===== src/rtl/mdu_alu.sv =====
// Handshaked integer ALU with iterative RV32M multiply/divide (one bit per cycle).
// Optional macro MDU_EARLY_OUT_EN: zero-operand multiplies and divide-by-zero finish in one cycle.
module mdu_alu #(
    parameter int XLEN = 32,
    parameter int SHW  = $clog2(XLEN)
) (
    input  logic            clk,
    input  logic            rst,
    input  logic            in_valid,
    output logic            in_ready,
    input  logic [4:0]      op,
    input  logic [XLEN-1:0] a,
    input  logic [XLEN-1:0] b,
    output logic            out_valid,
    input  logic            out_ready,
    output logic [XLEN-1:0] result,
    output logic            busy
);
    localparam logic [4:0] OP_ADD = 5'd0,  OP_SUB = 5'd1,  OP_SLL = 5'd2,  OP_SRA = 5'd3;
    localparam logic [4:0] OP_SRL = 5'd4,  OP_OR  = 5'd5,  OP_XOR = 5'd6,  OP_SLT = 5'd7;
    localparam logic [4:0] OP_SLTU = 5'd8, OP_AND = 5'd9,  OP_MUL = 5'd10, OP_MULH = 5'd11;
    localparam logic [4:0] OP_MULHSU = 5'd12, OP_MULHU = 5'd13, OP_DIV = 5'd14, OP_DIVU = 5'd15;
    localparam logic [4:0] OP_REM = 5'd16, OP_REMU = 5'd17;

    typedef enum logic [1:0] {IDLE, MUL, DIV, DONE} state_t;

    state_t              state;
    logic [SHW-1:0]      count;
    logic [XLEN-1:0]     mag_a;
    logic [XLEN-1:0]     mag_b;
    logic [2*XLEN-1:0]   prod;
    logic [XLEN-1:0]     rem;
    logic                neg_q;
    logic                neg_r;
    logic                sel_alt;

    function automatic logic [XLEN-1:0] base_op(input logic [4:0] f,
                                                input logic [XLEN-1:0] x,
                                                input logic [XLEN-1:0] y);
        logic signed [XLEN-1:0] sx;
        logic signed [XLEN-1:0] sy;
        sx = x;
        sy = y;
        case (f)
            OP_ADD:  return x + y;
            OP_SUB:  return x - y;
            OP_SLL:  return x << y[SHW-1:0];
            OP_SRA:  return sx >>> y[SHW-1:0];
            OP_SRL:  return x >> y[SHW-1:0];
            OP_OR:   return x | y;
            OP_XOR:  return x ^ y;
            OP_SLT:  return {{(XLEN-1){1'b0}}, sx < sy};
            OP_SLTU: return {{(XLEN-1){1'b0}}, x < y};
            OP_AND:  return x & y;
            default: return '0;
        endcase
    endfunction

    function automatic logic [XLEN-1:0] magnitude(input logic [XLEN-1:0] x, input logic sgn);
        return (sgn && x[XLEN-1]) ? -x : x;
    endfunction

    logic is_mul, is_div, a_signed, b_signed;
    assign is_mul = (op >= OP_MUL) && (op <= OP_MULHU);
    assign is_div = (op >= OP_DIV) && (op <= OP_REMU);

    always_comb begin
        a_signed = 1'b0;
        b_signed = 1'b0;
        case (op)
            OP_MUL, OP_MULH, OP_DIV, OP_REM: begin
                a_signed = 1'b1;
                b_signed = 1'b1;
            end
            OP_MULHSU: a_signed = 1'b1;
            default: ;
        endcase
    end

    logic            early;
    logic [XLEN-1:0] early_res;
`ifdef MDU_EARLY_OUT_EN
    assign early     = (is_mul && (a == '0 || b == '0)) || (is_div && b == '0);
    assign early_res = is_mul ? '0 : ((op == OP_DIV || op == OP_DIVU) ? '1 : a);
`else
    assign early     = 1'b0;
    assign early_res = '0;
`endif

    // Shift-add multiply step: multiplier bits consumed LSB first from mag_b
    logic [XLEN:0]     mul_sum;
    logic [2*XLEN-1:0] prod_nxt, mul_fin;
    assign mul_sum  = {1'b0, prod[2*XLEN-1:XLEN]} + (mag_b[0] ? {1'b0, mag_a} : '0);
    assign prod_nxt = {mul_sum, prod[XLEN-1:1]};
    assign mul_fin  = neg_q ? -prod_nxt : prod_nxt;

    // Restoring divide step: dividend shifts out of mag_a MSB while quotient bits shift in
    logic [XLEN:0]   div_sh, div_diff;
    logic            div_ge;
    logic [XLEN-1:0] rem_nxt, quo_nxt, quo_fin, rem_fin, step_res;
    assign div_sh   = {rem, mag_a[XLEN-1]};
    assign div_diff = div_sh - {1'b0, mag_b};
    assign div_ge   = ~div_diff[XLEN];
    assign rem_nxt  = div_ge ? div_diff[XLEN-1:0] : div_sh[XLEN-1:0];
    assign quo_nxt  = {mag_a[XLEN-2:0], div_ge};
    assign quo_fin  = neg_q ? -quo_nxt : quo_nxt;
    assign rem_fin  = neg_r ? -rem_nxt : rem_nxt;
    assign step_res = (state == MUL) ? (sel_alt ? mul_fin[2*XLEN-1:XLEN] : mul_fin[XLEN-1:0])
                                     : (sel_alt ? rem_fin : quo_fin);

    always_ff @(posedge clk or posedge rst) begin
        if (rst) begin
            state   <= IDLE;
            count   <= '0;
            mag_a   <= '0;
            mag_b   <= '0;
            prod    <= '0;
            rem     <= '0;
            neg_q   <= 1'b0;
            neg_r   <= 1'b0;
            sel_alt <= 1'b0;
            result  <= '0;
        end else begin
            case (state)
                IDLE: if (in_valid) begin
                    if ((is_mul || is_div) && !early) begin
                        mag_a   <= magnitude(a, a_signed);
                        mag_b   <= magnitude(b, b_signed);
                        prod    <= '0;
                        rem     <= '0;
                        count   <= '0;
                        // Divide-by-zero keeps an all-ones quotient regardless of operand signs
                        neg_q   <= is_mul ? ((a_signed & a[XLEN-1]) ^ (b_signed & b[XLEN-1]))
                                          : (a_signed & (a[XLEN-1] ^ b[XLEN-1]) & (b != '0));
                        neg_r   <= a_signed & a[XLEN-1];
                        sel_alt <= is_mul ? (op != OP_MUL) : (op == OP_REM || op == OP_REMU);
                        state   <= is_mul ? MUL : DIV;
                    end else begin
                        result <= early ? early_res : base_op(op, a, b);
                        state  <= DONE;
                    end
                end
                MUL: begin
                    prod  <= prod_nxt;
                    mag_b <= mag_b >> 1;
                    count <= count + 1'b1;
                    if (count == SHW'(XLEN-1)) begin
                        result <= step_res;
                        state  <= DONE;
                    end
                end
                DIV: begin
                    rem   <= rem_nxt;
                    mag_a <= quo_nxt;
                    count <= count + 1'b1;
                    if (count == SHW'(XLEN-1)) begin
                        result <= step_res;
                        state  <= DONE;
                    end
                end
                DONE: if (out_ready) state <= IDLE;
                default: state <= IDLE;
            endcase
        end
    end

    assign in_ready  = (state == IDLE);
    assign out_valid = (state == DONE);
    assign busy      = (state == MUL) || (state == DIV);
endmodule

===== config.mk =====
export PLATFORM = sky130hd
export DESIGN_NAME = mdu_alu
export DESIGN_NICKNAME = d
export VERILOG_FILES = /design/src/rtl/mdu_alu.sv
export SDC_FILE = /design/constraint.sdc
export NUM_CORES = 1
export LEC_CHECK = 0
export BUFFER_PORTS_ARGS = -buffer_cell sky130_fd_sc_hd__buf_2
export CAP_MARGIN = 10
export CELL_PAD_IN_SITES_DETAIL_PLACEMENT = 0
export CELL_PAD_IN_SITES_GLOBAL_PLACEMENT = 2
export CORE_UTILIZATION = 41
export DETAILED_ROUTE_END_ITERATION = 6
export PLACE_DENSITY = 0.88
export SYNTH_ARGS = -nofsm -noshare
export SYNTH_HDL_FRONTEND = slang
export SYNTH_SLANG_ARGS = --single-unit

===== constraint.sdc =====
create_clock -name clk -period 12.1 [get_ports clk]
set_clock_uncertainty 0.1 [all_clocks]
set_input_delay 1.21 -clock clk [delete_from_list [all_inputs] [get_ports clk]]
set_output_delay 1.21 -clock clk [all_outputs]
set_load 0.1 [all_outputs]

==> results of run 1 <==
worst max-delay path by stage:
stage | startpoint | to | slack [ps] | cells after the start
6_report | mag_a[31] | result[16] | 5430 | 20
5_1_grt | mag_b[9] | result[16] | 5090 | 19
4_1_cts | mag_a[31] | result[16] | 5520 | 20
3_5_place_dp | mag_a[31] | result[16] | 5540 | 20
3_3_place_gp | mag_a[31] | result[16] | 5650 | 20
2_1_floorplan | rst | count[0] | 5310 | 1
critical path, delay by kind of cell, from the launching register on:
kind	cells	cell delay, ps
AND/OR/NAND/NOR	2	690
flip-flops	1	410
buffers and inverters	3	1170
multiplexers	2	810
XOR/XNOR	2	300
AO/OA/AOI/OAI	8	2090
adder cells (fa/ha/maj)	3	920
routing by layer:
metal | GRT usage | up-vias | share of wire
met5 | 0 | - | 0.00027
met4 | 0.212 | 4 | 0.067
met3 | 0.0536 | 300 | 0.081
met2 | 0.583 | 1438 | 0.45
met1 | 0.483 | 13948 | 0.41
li1 | - | 13358 | -
kinds of logic after synthesis:
family,count (synthesis),share of synthesized area
compound gates,1312,0.316
simple gates,1270,0.224
buf+inv,432,0.0632
flops,201,0.188
xor+xnor,192,0.0635
fa+ha+maj,179,0.0848
mux,130,0.0607
state kept, by name, summed over array words and instances (netlist names):
name     count
rem         32
neg_q        1
neg_r        1
mag_b       32
result      32
count        5
prod        63
sel_alt      1
state        2
mag_a       32
area by class of cell:
type / instances / area, um^2 / area share
tap: 855 / 1070 / 0.0373
inverter: 166 / 631 / 0.0220
multi-input combinational: 3083 / 20100 / 0.702
sequential: 201 / 5030 / 0.176
clock buffer: 33 / 727 / 0.0254
timing repair buffer: 149 / 853 / 0.0298
clock inverter: 15 / 239 / 0.00833
metrics by stage:
| stage | std cells | hold slack, ps | instance area, um^2 |
|---|---|---|---|
| after floorplan | 3716 | 345 | 26800 |
| after CTS | 4502 | 381 | 28700 |
| after global placement | 4454 | 356 | 27700 |
| final | 4502 | 381 | 28700 |
| after global routing | 4502 | 408 | 28700 |
| after detailed placement | 4454 | 367 | 27700 |
cell usage after synthesis (18+ instances only):
cell type / number
nand2_1: 441
o21ai_0: 411
nor2_1: 345
a21oi_1: 283
clkbuf_1: 209
dfrtp_1: 201
ha_1: 175
inv_1: 160
xnor2_1: 137
nand3_1: 111
mux2i_1: 88
a21o_1: 74
nor3_1: 70
and2_1: 56
xor2_1: 54
a31oi_1: 52
o211ai_1: 48
o31ai_1: 46
a211oi_1: 44
a22oi_1: 41
nand2b_1: 35
or3_1: 33
buf_1: 32
a211o_1: 28
a221oi_1: 28
nor2b_1: 28
a22o_1: 25
mux4_2: 24
nor4_1: 24
nand4_1: 23
and3_1: 22
o22ai_1: 22
or4_1: 18
power by group:
group	internal, uW	leakage, uW	switching [uW]
Combinational	1250	0.00927	2880
Clock	552	0.000478	343
Sequential	863	0.00266	315
==> out/metrics.csv, run 1 <==
stage,metric,value,unit
detailed_routing,DRT Pass-1 Iters,6,
floorplan,Core Footprint,64500,um^2
final_layout,antenna cells,0,
detailed_routing,Post-DRT Antenna Nets,0,
worst_setup_path,RR Startpoint,mag_a[31],
cts,post-CTS sizing,0,
detailed_routing,DRC errors left,0,
timing,setup ws final,5430,ps
timing,"Setup violations, final",0,
cts,clock latency on the worst-skew pair,570,ps
timing,"Hold Vio Cnt, Final",0,
logic_synthesis,post-synth cell types,110,
floorplan,full die area,66300,um^2
logic_synthesis,post-synth top area share,0.188,
final_layout,area grow syn2layout,7.12,%
detailed_routing,Vias,29048,
worst_setup_path,Crit Path Max Fanout,45,
min_path,Hold Crit Class,reg2reg,
final_layout,# nets final,3879,
detailed_routing,wire per inst,28.1,um
logic_synthesis,"Primary FF master, synth",dfrtp_1,
worst_setup_path,CP max stage delay,560,ps
final_layout,"leading cell type in the layout, fill and taps excluded",nand2_1,
floorplan,Die Height,258,um
cts,CTS Sinks,201,
worst_setup_path,Worst setup EP type,flop,
cts,clock tree buffer depth,3,
grt,vias in the first global route,26800,
floorplan,row count,93,
grt,largest net degree at the start of global routing,122,
cts,H-tree levels,1,
logic_synthesis,ranking of synthesized cells by area,"dfrtp_1, ha_1, o21ai_0, nand2_1, a21oi_1",
logic_synthesis,"FFs w/ async S/R, synth",1.00,
cts,CTS root buf,clkbuf_16,
place,routability-driven placement congestion ratio,1.06,
final_layout,"commonest cells after routing, fill and taps aside","nand2_1, o21ai_0, nor2_1",
grt,initial antenna violation count,8,
logic_synthesis,Avg Synthesized Cell Area,7.20,um^2
timing,fin crit share,0.552,
place,DP Worst Slack,5540,ps
logic_synthesis,number of synthesized flops with an enable pin,0,
floorplan,io pins,108,
worst_setup_path,crit-path cells,inv_1 -> ha_1 -> fa_1 -> nand2b_1 -> a21o_1 -> a21oi_1 -> a21o_1 -> a31oi_4 -> xnor2_4 -> buf_4 -> inv_2 -> a21oi_2 -> ha_1 -> or4b_1 -> mux2_2 -> o41ai_1 -> xor2_1 -> mux4_2 -> a221oi_1 -> a21oi_1,
timing,f_max,150,MHz
power_and_ir_drop,Pleak,0.0124,uW
min_path,Hold Path End,count[4],
detailed_routing,total wire length,127000,um
run,max-cap check violation count,0,
min_path,Hold Path Origin,count[4],
logic_synthesis,Mapped Cells,3716,
final_layout,fill count,6804,
worst_setup_path,Crit path required time,12430,ps
detailed_routing,First DRT Iteration DRCs,3553,
grt,grt total ovfl,0,
worst_setup_path,CP startpoint kind,flop,
floorplan,Chip Width,258,um
timing,RSZ-0062 raised after global routing,no,
cts,CTS Hold Bufs,0,
timing,final setup TNS,0,ps
grt,first-pass GRT wire length,185000,um
worst_setup_path,flop2flop setup slack,5430,ps
detailed_routing,DR vias/cell,6.45,
logic_synthesis,Yosys top cell by area,dfrtp_1,
logic_synthesis,synth warn,0,
cts,CTS tree,built,
timing,Slew Limit Headroom,0.186,
power_and_ir_drop,pwr/cell area,216,nW/um^2
cts,Worst-path clk slew,70,ps
timing,Tightest Pin Transition,1210,ps
logic_synthesis,Synth Cell Area,26800,um^2
final_layout,fin util,0.445,
final_layout,share of cells above drive strength 1,0.0839,
timing,fin. max-slew vios,0,
logic_synthesis,syn_nets,3968,
worst_setup_path,CP arrival,7000,ps
logic_synthesis,sequential-to-total area share from yosys stat,0.188,
outcome,outcome,"finished, final reports clean",
min_path,Hold Path Stages,2,
place,HPWL Detailed,97000,um
cts,CTS Buf Count,26,
worst_setup_path,slowest cell on the critical path,buf_4,
logic_synthesis,synthesized flop and latch total,201,
floorplan,initial core utilization,0.415,
place,IO Port Bufs,107,
worst_setup_path,worst r2r path cells,20,
power_and_ir_drop,maximum vdd drop,0.109,mV
worst_setup_path,Worst Setup Path Type,reg2reg,
power_and_ir_drop,Pwr Total,6200,uW
cts,Post CTS Setup Buffer Count,0,
timing,clock period minus worst slack,6670,ps
worst_setup_path,reg2reg end,result[16],
grt,GRT Total Usage,0.370,
No activity file was read; power rests on OpenSTA's default activity.
==> run 2: changes to the inputs <==
--- a/config.mk
+++ b/config.mk
@@ -9,9 +9,9 @@
 export CAP_MARGIN = 10
 export CELL_PAD_IN_SITES_DETAIL_PLACEMENT = 0
 export CELL_PAD_IN_SITES_GLOBAL_PLACEMENT = 2
-export CORE_UTILIZATION = 41
+export CORE_UTILIZATION = 34
 export DETAILED_ROUTE_END_ITERATION = 6
-export PLACE_DENSITY = 0.88
+export PLACE_DENSITY = 0.78
 export SYNTH_ARGS = -nofsm -noshare
 export SYNTH_HDL_FRONTEND = slang
 export SYNTH_SLANG_ARGS = --single-unit
==> constraint.sdc (replaced) <==
create_clock -name clk -period 5.8 [get_ports clk]
set_clock_uncertainty 0.1 [all_clocks]
set_input_delay 0.58 -clock clk [delete_from_list [all_inputs] [get_ports clk]]
set_output_delay 0.58 -clock clk [all_outputs]
set_load 0.1 [all_outputs]
==> out/metrics.csv, run 2 (synthesized netlist as in run 1, its figures left out) <==
stage,metric,value,unit,change
final_layout,share of cells above drive strength 1,0.0984,,+0.0145
worst_setup_path,crit-path cells,buf_4 -> and2_1 -> ha_1 -> fa_1 -> a21o_1 -> a311o_1 -> a21oi_2 -> a21boi_1 -> or3_1 -> a2111o_1 -> or2_2 -> o21ai_0 -> o21ai_0 -> a2111oi_0 -> a221oi_1 -> o21ai_0,,
final_layout,area grow syn2layout,9.55,%,
place,Area after DPL,28400,um^2,+2.6%
cts,H-tree levels,1,,unchanged
place,HPWL Detailed,103000,um,+6.3%
detailed_routing,DRC errors left,0,,unchanged
worst_setup_path,Crit path required time,6190,ps,-6240 ps
worst_setup_path,CP max stage delay,880,ps,+320 ps
power_and_ir_drop,Pleak,0.0127,uW,+2.2%
min_path,Hold Path End,mag_b[31],,
power_and_ir_drop,Power Internal,5500,uW,+110%
detailed_routing,Post-DRT Antenna Nets,0,,unchanged
place,routability-driven placement congestion ratio,1.00,,-5.2%
worst_setup_path,slowest cell on the critical path,a2111oi_0,,
timing,"Hold Vio Cnt, Final",0,,unchanged
min_path,Hold Crit Class,in2reg,,
final_layout,# nets final,3945,,+1.7%
final_layout,max reg flops,63,,unchanged
worst_setup_path,Crit Path Max Fanout,33,,-27%
final_layout,largest register by flop count,prod,,
detailed_routing,DR vias/cell,6.14,,-4.8%
timing,f_max,183,MHz,+22%
run,max-cap check violation count,0,,unchanged
power_and_ir_drop,Logic pwr share,0.688,,+0.022
grt,vias in the first global route,27293,,+1.8%
worst_setup_path,crit-path leading delay family,compound AO/OA/AOI/OAI gates,,
grt,initial antenna violation count,7,,-1
cts,clock latency on the worst-skew pair,590,ps,+20 ps
worst_setup_path,CP startpoint kind,flop,,
cts,Worst-path clk slew,60,ps,about the same
detailed_routing,Vias,29195,,+0.51%
final_layout,"leading cell type in the layout, fill and taps excluded",nand2_1,,
floorplan,Core Footprint,77700,um^2,+21%
timing,Tightest Pin Transition,1270,ps,+59.8 ps
timing,Slew Limit Headroom,0.153,,-0.0334
floorplan,Die Height,283,um,+9.7%
cts,CTS root buf,clkbuf_16,,
min_path,Hold Path Origin,b[31],,
worst_setup_path,CP dominant cell by count,o21ai_0,,
cts,CTS Buf Count,26,,unchanged
timing,"Setup violations, final",0,,unchanged
power_and_ir_drop,pwr/cell area,442,nW/um^2,+100%
grt,GRT Total Usage,0.322,,-0.0483
floorplan,Chip Width,283,um,+9.7%
outcome,outcome,"finished, final reports clean",,
worst_setup_path,"Buf+Inv Stages, Crit Path",1,,-2
floorplan,row count,102,,+9.7%
power_and_ir_drop,switch share,0.576,,+0.00540
timing,RSZ-0062 raised after global routing,no,,
timing,final setup TNS,0,ps,unchanged
detailed_routing,wire per inst,27.6,um,-1.9%
detailed_routing,DRT Pass-1 Iters,6,,unchanged
cts,clock tree buffer depth,3,,unchanged
grt,grt total ovfl,0,,unchanged
cts,CTS tree,built,,
power_and_ir_drop,Clk pwr share,0.130,,-0.014
worst_setup_path,Worst Setup Path Type,reg2reg,,
cts,CTS Sinks,201,,unchanged
cts,post-CTS sizing,0,,unchanged
floorplan,initial core utilization,0.344,,-0.0708
grt,largest net degree at the start of global routing,135,,+11%
floorplan,io pins,108,,unchanged
grt,first-pass GRT wire length,190000,um,+3.0%
worst_setup_path,reg2reg end,result[18],,
worst_setup_path,CP arrival,5860,ps,-1140 ps
floorplan,full die area,79900,um^2,+20%
place,IO Port Bufs,107,,unchanged
detailed_routing,First DRT Iteration DRCs,3211,,-9.6%
power_and_ir_drop,maximum vdd drop,0.388,mV,+260%
worst_setup_path,RR Startpoint,mag_b[0],,
worst_setup_path,Worst setup EP type,flop,,
worst_setup_path,worst r2r path cells,16,,-20%
power_and_ir_drop,sequential power share,0.182,,-0.008
power_and_ir_drop,switching pwr,7480,uW,+110%
power_and_ir_drop,Pwr Total,13000,uW,+110%
timing,clock period minus worst slack,5470,ps,-1200 ps
timing,fin. max-slew vios,0,,unchanged
worst_setup_path,flop2flop setup slack,330,ps,-5100 ps
timing,fin crit share,0.943,,+0.392
final_layout,"commonest cells after routing, fill and taps aside","nand2_1, o21ai_0, nor2_1",,
final_layout,finished layout cell area,29300,um^2,+2.3%
min_path,Hold Path Stages,3,,+1
detailed_routing,total wire length,131000,um,+3.6%
[run 2: cell types whose count changed in the layout (fill, tap and decap cells not counted), moves of 2 or more]
cell and delta:
buf_4 +63, clkbuf_1 +4, clkinv_2 -3, clkbuf_8 +3
diode_2 +2, bufinv_16 -5, buf_12 +2
[run 2: timing repair]
item	CTS	global route
hold buffers	1	0
endpoints found under the hold margin	7	0
endpoints found under the setup margin	0	1
setup buffers	0	2
[run 2: cell type report]
cell class                 count  area, um^2
antenna                        2        5.00
clock buffer                  40         783
clock inverter                 6        80.1
fill                        8387       48400
inverter                     166         627
multi-input combinational   3083       20100
sequential                   201        5030
tap                         1040        1300
timing repair buffer         215        1380
[run 2: worst max path at each step]
stage | from | to | cells past startpoint
6_report | mag_b[0] | result[18] | 16
5_1_grt | mag_a[31] | result[16] | 19
4_1_cts | mag_a[31] | result[16] | 19
3_5_place_dp | mag_a[31] | result[16] | 19
3_3_place_gp | mag_a[31] | result[16] | 19
2_1_floorplan | mag_a[31] | result[16] | 20
[run 2: through the flow]
stage	cells	util	worst slack (ps)	hold WS, ps
after floorplan	3716	-	295	345
after global placement	4702	0.366	387	357
after detailed placement	4702	0.366	293	366
after CTS	4749	0.377	275	268
after global routing	4752	0.377	110	300
final	4753	0.377	329	297
[run 2: power by group through the flow]
stage	combinational [uW]	clock (uW)	sequential, uW
floorplan	5530	0	2660
global placement	8790	0	2360
detailed placement	8760	0	2370
CTS	8790	1710	2340
global route	9560	1760	2390
finish	8930	1690	2360
[run 2: routing by layer]
metal | part of all wire | GRT usage
met1 | 0.42 | 0.422
met2 | 0.46 | 0.532
met3 | 0.064 | 0.0358
met4 | 0.050 | 0.141
met5 | 0.00027 | 0
[run 2: worst min-delay path, stage by stage]
cell and delay, ps:
buf_2 170, nand4_1 100, o22ai_1 60
